$ cat config.mk
export PLATFORM = sky130hd
export DESIGN_NAME = vga_timing_gen_flat
export DESIGN_NICKNAME = d
export VERILOG_FILES = /design/src/rtl/vga_timing_gen_if.sv /design/src/rtl/vga_timing_gen.sv /design/src/flat_wrapper.sv
export SDC_FILE = /design/constraint.sdc
export NUM_CORES = 1
export LEC_CHECK = 0
export BUFFER_PORTS_ARGS = -buffer_cell sky130_fd_sc_hd__clkbuf_2
export CAP_MARGIN = 20
export CORE_ASPECT_RATIO = 2
export CORE_MARGIN = 4
export CORE_UTILIZATION = 42
export CTS_CLUSTER_DIAMETER = 100
export DETAILED_ROUTE_END_ITERATION = 8
export SYNTH_ARGS = -nofsm -noshare
export SYNTH_HDL_FRONTEND = slang
export SYNTH_SLANG_ARGS = --single-unit
$ cat constraint.sdc
create_clock -name clk -period 4.75 [get_ports clk]
set_clock_uncertainty 0.1 [all_clocks]
set_input_delay 0.95 -clock clk [delete_from_list [all_inputs] [get_ports clk]]
set_output_delay 0.95 -clock clk [all_outputs]
set_load 0.05 [all_outputs]
$ cat src/rtl/vga_timing_gen_if.sv
// Pixel-timing bus between vga_timing_gen (master) and the draw pipeline (slave).
// Carries the stall/mode controls in and the counters plus strobes out.
interface vga_timing_gen_if #(
    parameter int unsigned CNT_W = 11
) ();
    logic             pix_en;
    logic             mode_sel;
    logic [CNT_W-1:0] hcount;
    logic [CNT_W-1:0] vcount;
    logic             hsync;
    logic             vsync;
    logic             hblnk;
    logic             vblnk;
    logic             frame_start;
    logic             active_mode;

    modport master (
        input  pix_en,
        input  mode_sel,
        output hcount,
        output vcount,
        output hsync,
        output vsync,
        output hblnk,
        output vblnk,
        output frame_start,
        output active_mode
    );

    modport slave (
        output pix_en,
        output mode_sel,
        input  hcount,
        input  vcount,
        input  hsync,
        input  vsync,
        input  hblnk,
        input  vblnk,
        input  frame_start,
        input  active_mode
    );
endinterface

$ cat src/rtl/vga_timing_gen.sv
// Two-mode VGA timing generator: counters, sync/blank strobes and frame-start pulse.
// Mode changes are latched only at the end-of-frame wrap.
module vga_timing_gen #(
    parameter int unsigned CNT_W        = 11,
    parameter bit          DEFAULT_MODE = 1'b0,
    parameter int unsigned M0_H_ACTIVE  = 1024,
    parameter int unsigned M0_H_TOTAL   = 1344,
    parameter int unsigned M0_HS_START  = 1048,
    parameter int unsigned M0_HS_END    = 1183,
    parameter int unsigned M0_V_ACTIVE  = 768,
    parameter int unsigned M0_V_TOTAL   = 806,
    parameter int unsigned M0_VS_START  = 771,
    parameter int unsigned M0_VS_END    = 776,
    parameter bit          M0_HS_POL    = 1'b0,
    parameter bit          M0_VS_POL    = 1'b0,
    parameter int unsigned M1_H_ACTIVE  = 800,
    parameter int unsigned M1_H_TOTAL   = 1056,
    parameter int unsigned M1_HS_START  = 840,
    parameter int unsigned M1_HS_END    = 967,
    parameter int unsigned M1_V_ACTIVE  = 600,
    parameter int unsigned M1_V_TOTAL   = 628,
    parameter int unsigned M1_VS_START  = 601,
    parameter int unsigned M1_VS_END    = 604,
    parameter bit          M1_HS_POL    = 1'b1,
    parameter bit          M1_VS_POL    = 1'b1
) (
    input logic              clk,
    input logic              rst,
    vga_timing_gen_if.master bus
);
    typedef logic [CNT_W-1:0] cnt_t;

    localparam int unsigned MaxTotal = (CNT_W >= 32) ? 32'hFFFF_FFFF : (32'd1 << CNT_W);

    if (M0_H_TOTAL > MaxTotal || M0_V_TOTAL > MaxTotal ||
        M1_H_TOTAL > MaxTotal || M1_V_TOTAL > MaxTotal) begin : g_bad_width
        $error("vga_timing_gen: a TOTAL does not fit in CNT_W bits");
    end
    if (!(M0_HS_START <= M0_HS_END && M0_HS_END < M0_H_TOTAL) ||
        !(M0_VS_START <= M0_VS_END && M0_VS_END < M0_V_TOTAL)) begin : g_bad_mode0
        $error("vga_timing_gen: mode 0 sync window out of range");
    end
    if (!(M1_HS_START <= M1_HS_END && M1_HS_END < M1_H_TOTAL) ||
        !(M1_VS_START <= M1_VS_END && M1_VS_END < M1_V_TOTAL)) begin : g_bad_mode1
        $error("vga_timing_gen: mode 1 sync window out of range");
    end

    // Per-mode timing tables, indexed by the mode bit.
    localparam cnt_t HLast   [2] = '{cnt_t'(M0_H_TOTAL - 1), cnt_t'(M1_H_TOTAL - 1)};
    localparam cnt_t VLast   [2] = '{cnt_t'(M0_V_TOTAL - 1), cnt_t'(M1_V_TOTAL - 1)};
    localparam cnt_t HAct    [2] = '{cnt_t'(M0_H_ACTIVE), cnt_t'(M1_H_ACTIVE)};
    localparam cnt_t VAct    [2] = '{cnt_t'(M0_V_ACTIVE), cnt_t'(M1_V_ACTIVE)};
    localparam cnt_t HsStart [2] = '{cnt_t'(M0_HS_START), cnt_t'(M1_HS_START)};
    localparam cnt_t HsEnd   [2] = '{cnt_t'(M0_HS_END), cnt_t'(M1_HS_END)};
    localparam cnt_t VsStart [2] = '{cnt_t'(M0_VS_START), cnt_t'(M1_VS_START)};
    localparam cnt_t VsEnd   [2] = '{cnt_t'(M0_VS_END), cnt_t'(M1_VS_END)};
    localparam logic [1:0] HsPol = {M1_HS_POL, M0_HS_POL};
    localparam logic [1:0] VsPol = {M1_VS_POL, M0_VS_POL};

    cnt_t hcount_q, hcount_d;
    cnt_t vcount_q, vcount_d;
    logic hsync_q, hsync_d;
    logic vsync_q, vsync_d;
    logic hblnk_q, hblnk_d;
    logic vblnk_q, vblnk_d;
    logic frame_start_q, frame_start_d;
    logic mode_q, mode_d;
    logic end_of_line, end_of_frame;

    always_comb begin
        hcount_d      = hcount_q;
        vcount_d      = vcount_q;
        hsync_d       = hsync_q;
        vsync_d       = vsync_q;
        hblnk_d       = hblnk_q;
        vblnk_d       = vblnk_q;
        mode_d        = mode_q;
        frame_start_d = 1'b0;
        end_of_line   = (hcount_q == HLast[mode_q]);
        end_of_frame  = end_of_line && (vcount_q == VLast[mode_q]);

        if (bus.pix_en) begin
            frame_start_d = end_of_frame;
            if (end_of_frame) begin
                mode_d   = bus.mode_sel;
                hcount_d = '0;
                vcount_d = '0;
            end else if (end_of_line) begin
                hcount_d = '0;
                vcount_d = vcount_q + cnt_t'(1);
            end else begin
                hcount_d = hcount_q + cnt_t'(1);
            end
            // Decode from the next count and next mode so strobes line up with the counters.
            hsync_d = (hcount_d >= HsStart[mode_d] && hcount_d <= HsEnd[mode_d]) ?
                      HsPol[mode_d] : ~HsPol[mode_d];
            vsync_d = (vcount_d >= VsStart[mode_d] && vcount_d <= VsEnd[mode_d]) ?
                      VsPol[mode_d] : ~VsPol[mode_d];
            hblnk_d = (hcount_d >= HAct[mode_d]);
            vblnk_d = (vcount_d >= VAct[mode_d]);
        end
    end

    always_ff @(posedge clk or posedge rst) begin
        if (rst) begin
            hcount_q      <= '0;
            vcount_q      <= '0;
            hsync_q       <= ~HsPol[DEFAULT_MODE];
            vsync_q       <= ~VsPol[DEFAULT_MODE];
            hblnk_q       <= 1'b0;
            vblnk_q       <= 1'b0;
            frame_start_q <= 1'b0;
            mode_q        <= DEFAULT_MODE;
        end else begin
            hcount_q      <= hcount_d;
            vcount_q      <= vcount_d;
            hsync_q       <= hsync_d;
            vsync_q       <= vsync_d;
            hblnk_q       <= hblnk_d;
            vblnk_q       <= vblnk_d;
            frame_start_q <= frame_start_d;
            mode_q        <= mode_d;
        end
    end

    assign bus.hcount      = hcount_q;
    assign bus.vcount      = vcount_q;
    assign bus.hsync       = hsync_q;
    assign bus.vsync       = vsync_q;
    assign bus.hblnk       = hblnk_q;
    assign bus.vblnk       = vblnk_q;
    assign bus.frame_start = frame_start_q;
    assign bus.active_mode = mode_q;
endmodule

$ cat src/flat_wrapper.sv
// flat-port wrapper written by rule: the top's interface ports become plain ports
module vga_timing_gen_flat 
#(
    parameter int unsigned CNT_W        = 11,
    parameter bit          DEFAULT_MODE = 1'b0,
    parameter int unsigned M0_H_ACTIVE  = 1024,
    parameter int unsigned M0_H_TOTAL   = 1344,
    parameter int unsigned M0_HS_START  = 1048,
    parameter int unsigned M0_HS_END    = 1183,
    parameter int unsigned M0_V_ACTIVE  = 768,
    parameter int unsigned M0_V_TOTAL   = 806,
    parameter int unsigned M0_VS_START  = 771,
    parameter int unsigned M0_VS_END    = 776,
    parameter bit          M0_HS_POL    = 1'b0,
    parameter bit          M0_VS_POL    = 1'b0,
    parameter int unsigned M1_H_ACTIVE  = 800,
    parameter int unsigned M1_H_TOTAL   = 1056,
    parameter int unsigned M1_HS_START  = 840,
    parameter int unsigned M1_HS_END    = 967,
    parameter int unsigned M1_V_ACTIVE  = 600,
    parameter int unsigned M1_V_TOTAL   = 628,
    parameter int unsigned M1_VS_START  = 601,
    parameter int unsigned M1_VS_END    = 604,
    parameter bit          M1_HS_POL    = 1'b1,
    parameter bit          M1_VS_POL    = 1'b1
)
  (clk, rst, bus_pix_en, bus_mode_sel, bus_hcount, bus_vcount, bus_hsync, bus_vsync, bus_hblnk, bus_vblnk, bus_frame_start, bus_active_mode);
  vga_timing_gen_if #(.CNT_W(CNT_W)) bus_i ();
  input logic clk;
  input logic rst;
  input wire logic [$bits(bus_i.pix_en)-1:0] bus_pix_en;
  input wire logic [$bits(bus_i.mode_sel)-1:0] bus_mode_sel;
  output wire logic [$bits(bus_i.hcount)-1:0] bus_hcount;
  output wire logic [$bits(bus_i.vcount)-1:0] bus_vcount;
  output wire logic [$bits(bus_i.hsync)-1:0] bus_hsync;
  output wire logic [$bits(bus_i.vsync)-1:0] bus_vsync;
  output wire logic [$bits(bus_i.hblnk)-1:0] bus_hblnk;
  output wire logic [$bits(bus_i.vblnk)-1:0] bus_vblnk;
  output wire logic [$bits(bus_i.frame_start)-1:0] bus_frame_start;
  output wire logic [$bits(bus_i.active_mode)-1:0] bus_active_mode;
  assign bus_i.pix_en = bus_pix_en;
  assign bus_i.mode_sel = bus_mode_sel;
  assign bus_hcount = bus_i.hcount;
  assign bus_vcount = bus_i.vcount;
  assign bus_hsync = bus_i.hsync;
  assign bus_vsync = bus_i.vsync;
  assign bus_hblnk = bus_i.hblnk;
  assign bus_vblnk = bus_i.vblnk;
  assign bus_frame_start = bus_i.frame_start;
  assign bus_active_mode = bus_i.active_mode;
  vga_timing_gen #(.CNT_W(CNT_W), .DEFAULT_MODE(DEFAULT_MODE), .M0_H_ACTIVE(M0_H_ACTIVE), .M0_H_TOTAL(M0_H_TOTAL), .M0_HS_START(M0_HS_START), .M0_HS_END(M0_HS_END), .M0_V_ACTIVE(M0_V_ACTIVE), .M0_V_TOTAL(M0_V_TOTAL), .M0_VS_START(M0_VS_START), .M0_VS_END(M0_VS_END), .M0_HS_POL(M0_HS_POL), .M0_VS_POL(M0_VS_POL), .M1_H_ACTIVE(M1_H_ACTIVE), .M1_H_TOTAL(M1_H_TOTAL), .M1_HS_START(M1_HS_START), .M1_HS_END(M1_HS_END), .M1_V_ACTIVE(M1_V_ACTIVE), .M1_V_TOTAL(M1_V_TOTAL), .M1_VS_START(M1_VS_START), .M1_VS_END(M1_VS_END), .M1_HS_POL(M1_HS_POL), .M1_VS_POL(M1_VS_POL)) u_core (.clk(clk), .rst(rst), .bus(bus_i));
endmodule
==> flow_summary.json, run 1 <==
{
  "crit_fanout": 9,
  "synth_nets": 272,
  "dr.pass1.iters": 4,
  "synthArstFlopShare_pct": 100,
  "final_cell_mix": "clkbuf_2, nor2_1, dfrtp_1",
  "power_mw": 0.925,
  "dp_cells": 338,
  "maxSlewViolCount": 0,
  "cp_cell_sequence": "nor4bb_1 -> nand3_1 -> a211oi_2 -> mux2i_1 -> inv_1 -> ha_1 -> nand2_1 -> a2111oi_0 -> o21bai_1 -> o32a_1 -> or4_1 -> a31oi_1",
  "post_cts_buffers": 0,
  "initial_core_util_pct": 42.9,
  "synth_top_area_cell": "dfrtp_1",
  "fin_tns_setup_ns": 0,
  "drcViolationCount": 0,
  "crit_path_end_kind": "flop",
  "clock-root-buffer": "clkbuf_8",
  "gr-usage-all-layers_pct": 21.3,
  "clkSinkCount": 28,
  "drive_gt1_share_pct": 24.1,
  "seqPwrFrac_pct": 36.3,
  "diodes": 0,
  "fp.dieH_um": 113,
  "drt_iter0_markers": 93,
  "crit_type": "reg2reg",
  "area_growth_syn_to_layout_pct": 11.7,
  "rsz0062_at_grt": "false",
  "n_fill_cell": 549,
  "h-tree-depth": 1,
  "startpoint_type": "flop",
  "nets": 303,
  "finalSetupViolations": 0,
  "coreArea_um2": 5420,
  "cts.hold.buffers_added": 0,
  "powerDensity_nw_per_um2": 356,
  "tightest_slew_ns": 0.713,
  "maxCapViolCount": 0,
  "viasPerCell": 6.15,
  "numCtsBuffers": 3,
  "io_buffers": 31,
  "power_switching_mw": 0.413,
  "fin_util_pct": 48.0,
  "io_pins": 32,
  "r2r_setup_slack_ns": 0.51,
  "hpwlAfterDp_um": 5390,
  "outcome": "completed",
  "row_count": 38,
  "power_frac_clock_pct": 21.6,
  "synth.top_cell.area_share_pct": 28.0,
  "hold_class": "reg2reg",
  "ant_nets": 0,
  "synth_edf_count": 0,
  "wl_per_cell_um": 20.0,
  "ir_drop_uv": 307,
  "period_needed_ns": 4.24,
  "synth.yosys.seq_area_share_pct": 30.2,
  "tritoncts": "yes",
  "clk_pin_slew_worst_paths_ns": 0.11,
  "syn_area_um2": 2330,
  "internal-power_mw": 0.512,
  "place_congestion": 0.947,
  "final_hold_viol_count": 0,
  "ys.flop_type": "dfrtp_1",
  "ys_warn_count": 0,
  "pwr-share-comb_pct": 42.1,
  "vias": 2102,
  "critPathRequiredTime_ns": 4.87,
  "fmaxAchievable_mhz": 236,
  "layout.cells.non_filler": 342,
  "power.leakage_nw": 1.17,
  "whs_ns": 0.392,
  "path_delay_family": "compound AO/OA/AOI/OAI gates",
  "worst-path-buf-inv": 1,
  "routed_wirelength_um": 6850,
  "clkLatencyLatePin_ns": 0.30,
  "relSlewSlack_pct": 51.2,
  "grt_pass1_vias": 2150,
  "swShare_pct": 44.6,
  "cpPeakStageDelay_ns": 0.64,
  "slowest_stage": "a2111oi_0",
  "die_w_um": 60.6,
  "ys_ff_latch": 28,
  "cts_resized": 0,
  "grt_overflow": 0,
  "dieArea_um2": 6870,
  "final_common_cell": "clkbuf_2",
  "grt_max_degree": 31,
  "grt_first_pass_wirelength_um": 10800,
  "clockBufferDepth": 2,
  "syn-instance-count": 252,
  "synth.avg_cell_area_um2": 9.24,
  "antenna_found_initial": 0,
  "worstPathArrival_ns": 4.37,
  "synth_cell_types": 62,
  "synth.area.top_cells": "dfrtp_1, ha_1, mux2_2",
  "fin_crit_sh_pct": 89.3
}
cells in the mapped netlist (all sizes together), types with 2 or more instances:
cell type,n
nor3,9
nor4bb,3
xor2,10
nor4,4
mux2,11
a21oi,6
dfrtp,26
ha,16
o211ai,3
dfstp,2
nor3b,2
xnor2,12
or4,3
or4b,2
nand4,8
o21ai,4
a211oi,4
nor2,26
and3,3
a2111oi,3
a31oi,2
a21o,2
nand2,22
mux2i,2
nor4b,2
clkbuf,5
o31a,5
and4,2
nand3,10
o31ai,2
buf,6
o32ai,2
o21a,4
inv,14
layer usage:
layer  part of all wire [%]  routed length (um)  vias up  global-route usage (%)
li1                       -                   -      994                       -
met1                     34                2360     1025                    21.0
met2                     57                3890       59                    38.5
met3                    3.1                 214       24                    2.51
met4                    5.6                 383        0                    14.6
met5                      0                   0        -                       0
power groups by stage:
stage | clock [mW] | combinational (mW) | sequential, mW
floorplan | 0 | 0.218 | 0.424
global placement | 0 | 0.389 | 0.340
detailed placement | 0 | 0.391 | 0.341
CTS | 0.203 | 0.392 | 0.336
global route | 0.210 | 0.423 | 0.346
finish | 0.200 | 0.389 | 0.336
worst paths after layout:
kind | start | endpoint | depth (start not counted)
max in group asynchronous | rst | u_core.bus.vcount[9] | 3
hold / removal | u_core.bus.hblnk | u_core.bus.hblnk | 1
hold reg to reg | u_core.bus.hblnk | u_core.bus.hblnk | 1
setup reg to reg | u_core.bus.vcount[1] | u_core.bus.vsync | 12
min in group asynchronous | rst | u_core.bus.hcount[6] | 2
setup / recovery | u_core.bus.vcount[1] | u_core.bus.vsync | 12
flip-flops by register name, summed over array words and instances, names as in the netlist:
| name | flops |
|---|---|
| u_core.bus.hblnk | 1 |
| u_core.bus.vcount | 11 |
| u_core.bus.vsync | 1 |
| u_core.bus.vblnk | 1 |
| u_core.bus.hcount | 11 |
| u_core.bus.hsync | 1 |
| u_core.bus.active_mode | 1 |
| u_core.bus.frame_start | 1 |
stage by stage:
step | instance area, um^2 | setup slack, ns
global placement | 2530 | 0.557
global route | 2600 | 0.297
CTS | 2600 | 0.539
finish | 2600 | 0.508
detailed placement | 2530 | 0.568
floorplan | 2330 | 0.278
logic make-up (layout without fill, tap and decap cells):
logic type	count (synthesis)	after routing	share of synthesized area, %
XOR/XNOR	22	22	8.28
buffers and inverters	25	55	5.43
adder cells (fa/ha/maj)	16	16	8.60
multiplexers	13	13	6.18
AO/OA/AOI/OAI	47	47	16.8
flip-flops	28	28	30.2
AND/OR/NAND/NOR	101	101	24.5
final cells by class:
type | instances | area [um^2] | area share (%)
Multi-Input combinational cell | 199 | 1500 | 57.6
Timing Repair Buffer | 37 | 200 | 7.70
Inverter | 14 | 52.6 | 2.02
Clock buffer | 3 | 41.3 | 1.59
Tap cell | 60 | 75.1 | 2.89
Sequential cell | 28 | 703 | 27.0
Clock inverter | 1 | 30.0 | 1.15
Note: power is estimated with default switching activity, not from simulation.
==> run 2, diff against run 1 <==
Settings changed: ABC_AREA set to 1.
==> flow_summary.json, run 2 <==
{
  "wl_per_cell_um": 16.2,
  "final_cell_area_um2": 2850,
  "n_fill_cell": 610,
  "fp.dieH_um": 118,
  "power_mw": 1.30,
  "synth.most_common_cell": "nand2_1",
  "seq_area_um2": 703,
  "multiInputGateArea_um2": 1600,
  "power_frac_clock_pct": 19.7,
  "area_growth_syn_to_layout_pct": 12.2,
  "crit_path_end_kind": "flop",
  "place_area_um2": 2750,
  "r2r-start": "u_core.bus.active_mode",
  "gr-usage-all-layers_pct": 22.5,
  "die_w_um": 63.0,
  "synth.yosys.seq_area_share_pct": 27.7,
  "antenna_found_initial": 0,
  "tritoncts": "yes",
  "synth_nets": 410,
  "relSlewSlack_pct": 66.0,
  "swShare_pct": 50.9,
  "clockBufferDepth": 2,
  "row_count": 39,
  "fmaxAchievable_mhz": 297,
  "grt_first_pass_wirelength_um": 13100,
  "finalSetupViolations": 0,
  "rsz0062_at_grt": "false",
  "nets": 439,
  "dr.pass1.iters": 4,
  "synth.avg_cell_area_um2": 6.51,
  "initial_core_util_pct": 43.7,
  "whs_ns": 0.393,
  "grt_overflow": 0,
  "routed_wirelength_um": 7770,
  "diodes": 0,
  "syn_area_um2": 2540,
  "grt_pass1_vias": 2759,
  "critPathLaunch": "u_core.bus.active_mode",
  "synth_common_cells": "nand2_1, inv_1, nor2_1",
  "clkLatencyLatePin_ns": 0.27,
  "numCtsBuffers": 3,
  "ys_ff_latch": 28,
  "viasPerCell": 5.46,
  "tightest_slew_ns": 0.507,
  "final_cell_mix": "nand2_1, inv_1, nor2_1",
  "synth.area.top_cells": "dfrtp_1, nand2_1, ha_1",
  "pwr-share-comb_pct": 51.1,
  "power.leakage_nw": 1.49,
  "outcome": "completed",
  "dieArea_um2": 7430,
  "seqPwrFrac_pct": 29.2,
  "synth.top_cell.area_share_pct": 25.6,
  "synthArstFlopShare_pct": 100,
  "startpoint_type": "flop",
  "post_cts_buffers": 0,
  "clkSinkCount": 28,
  "final_hold_viol_count": 0,
  "drcViolationCount": 0,
  "synth_cell_types": 39,
  "clock-root-buffer": "clkbuf_16",
  "power_switching_mw": 0.663,
  "fin_tns_setup_ns": 0,
  "ant_nets": 0,
  "syn-instance-count": 390,
  "critPathRequiredTime_ns": 4.87,
  "powerDensity_nw_per_um2": 457,
  "drive_gt1_share_pct": 16.0,
  "crit_type": "reg2reg",
  "hold_class": "reg2reg",
  "layout.cells.non_filler": 479,
  "ys_warn_count": 0,
  "io_buffers": 31,
  "drt_iter0_markers": 148,
  "fin_crit_sh_pct": 70.9,
  "cts_resized": 0,
  "crit_fanout": 12,
  "synth_top_area_cell": "dfrtp_1",
  "maxSlewViolCount": 0,
  "final_common_cell": "nand2_1",
  "maxCapViolCount": 0,
  "io_pins": 32,
  "cts.hold.buffers_added": 0,
  "hold_path.startpoint": "u_core.bus.vblnk",
  "hpwlAfterDp_um": 6230,
  "vias": 2616,
  "coreArea_um2": 5810,
  "ys.flop_type": "dfrtp_1",
  "clk_pin_slew_worst_paths_ns": 0.07,
  "worstPathArrival_ns": 3.48,
  "ir_drop_uv": 247,
  "grt_max_degree": 29,
  "place_congestion": 0.936,
  "synth_edf_count": 0,
  "h-tree-depth": 1,
  "period_needed_ns": 3.37,
  "dp_cells": 475,
  "internal-power_mw": 0.640
}
-- run 2: cell types whose count changed in the layout (fill, tap and decap cells not counted), sizes merged, moves of 5 or more --
cell	before	now
mux2	11	0
o31a	5	0
o21ai	4	31
nand2	22	123
xor2	10	5
nand3	10	39
xnor2	12	1
nor2	26	45
inv	14	50
-- run 2: final timing paths --
kind | endpoint | depth (start not counted) | slack [ns]
setup / recovery | u_core.bus.hsync | 18 | 1.38
hold / removal | u_core.bus.vblnk | 2 | 0.39
min in group asynchronous | u_core.bus.frame_start | 3 | 0.63
max in group asynchronous | u_core.bus.vsync | 3 | 3.60
setup reg to reg | u_core.bus.hsync | 18 | 1.38
hold reg to reg | u_core.bus.vblnk | 2 | 0.39
-- run 2: metrics by stage --
step | utilization (%) | setup slack, ns
floorplan | - | 1.41
global placement | 47.3 | 1.53
detailed placement | 47.3 | 1.41
CTS | 49.1 | 1.40
global route | 49.1 | 1.04
finish | 49.1 | 1.38
-- run 2: cells by family after synthesis --
family                   share of synthesized area (%)
AO/OA/AOI/OAI                                     10.8
XOR/XNOR                                          2.07
adder cells (fa/ha/maj)                           7.88
buffers and inverters                             9.36
flip-flops                                        27.7
AND/OR/NAND/NOR                                   42.2
-- run 2: worst max-delay path: stages, from the launching register on --
cell and delay, ns:
dfrtp_1 0.51, inv_2 0.23, a21oi_1 0.09, nor2_1 0.21
nand2_4 0.12, nor2_4 0.12, nand2_4 0.08, o21ai_2 0.35
inv_1 0.27, ha_1 0.37, nand2_1 0.07, inv_1 0.04
a221oi_1 0.32, nand2_1 0.12, inv_1 0.08, nand2_1 0.06
nand2_1 0.05, nand2_1 0.04, nand3_1 0.07
-- run 2: power by group through the flow --
stage               Sequential (mW)  Combinational, mW  Clock, mW
floorplan                     0.534              0.339          0
global placement              0.382              0.668          0
detailed placement            0.383              0.668          0
CTS                           0.379              0.671      0.265
global route                  0.390              0.737      0.273
finish                        0.380              0.667      0.257
-- run 2: metal layers --
metal,routed length [um],vias up,GRT usage (%)
li1,-,1321,-
met1,2590,1163,21.1
met2,4190,87,41.6
met3,258,45,2.29
met4,733,0,19.2
met5,0,-,0
-- run 2: area by class of cell --
type | instances | area share, %
clock buffer | 3 | 2.63
clock inverter | 1 | 1.05
inverter | 52 | 6.89
multi-input combinational | 301 | 56.1
sequential | 28 | 24.7
tap | 61 | 2.68
timing repair buffer | 33 | 5.97
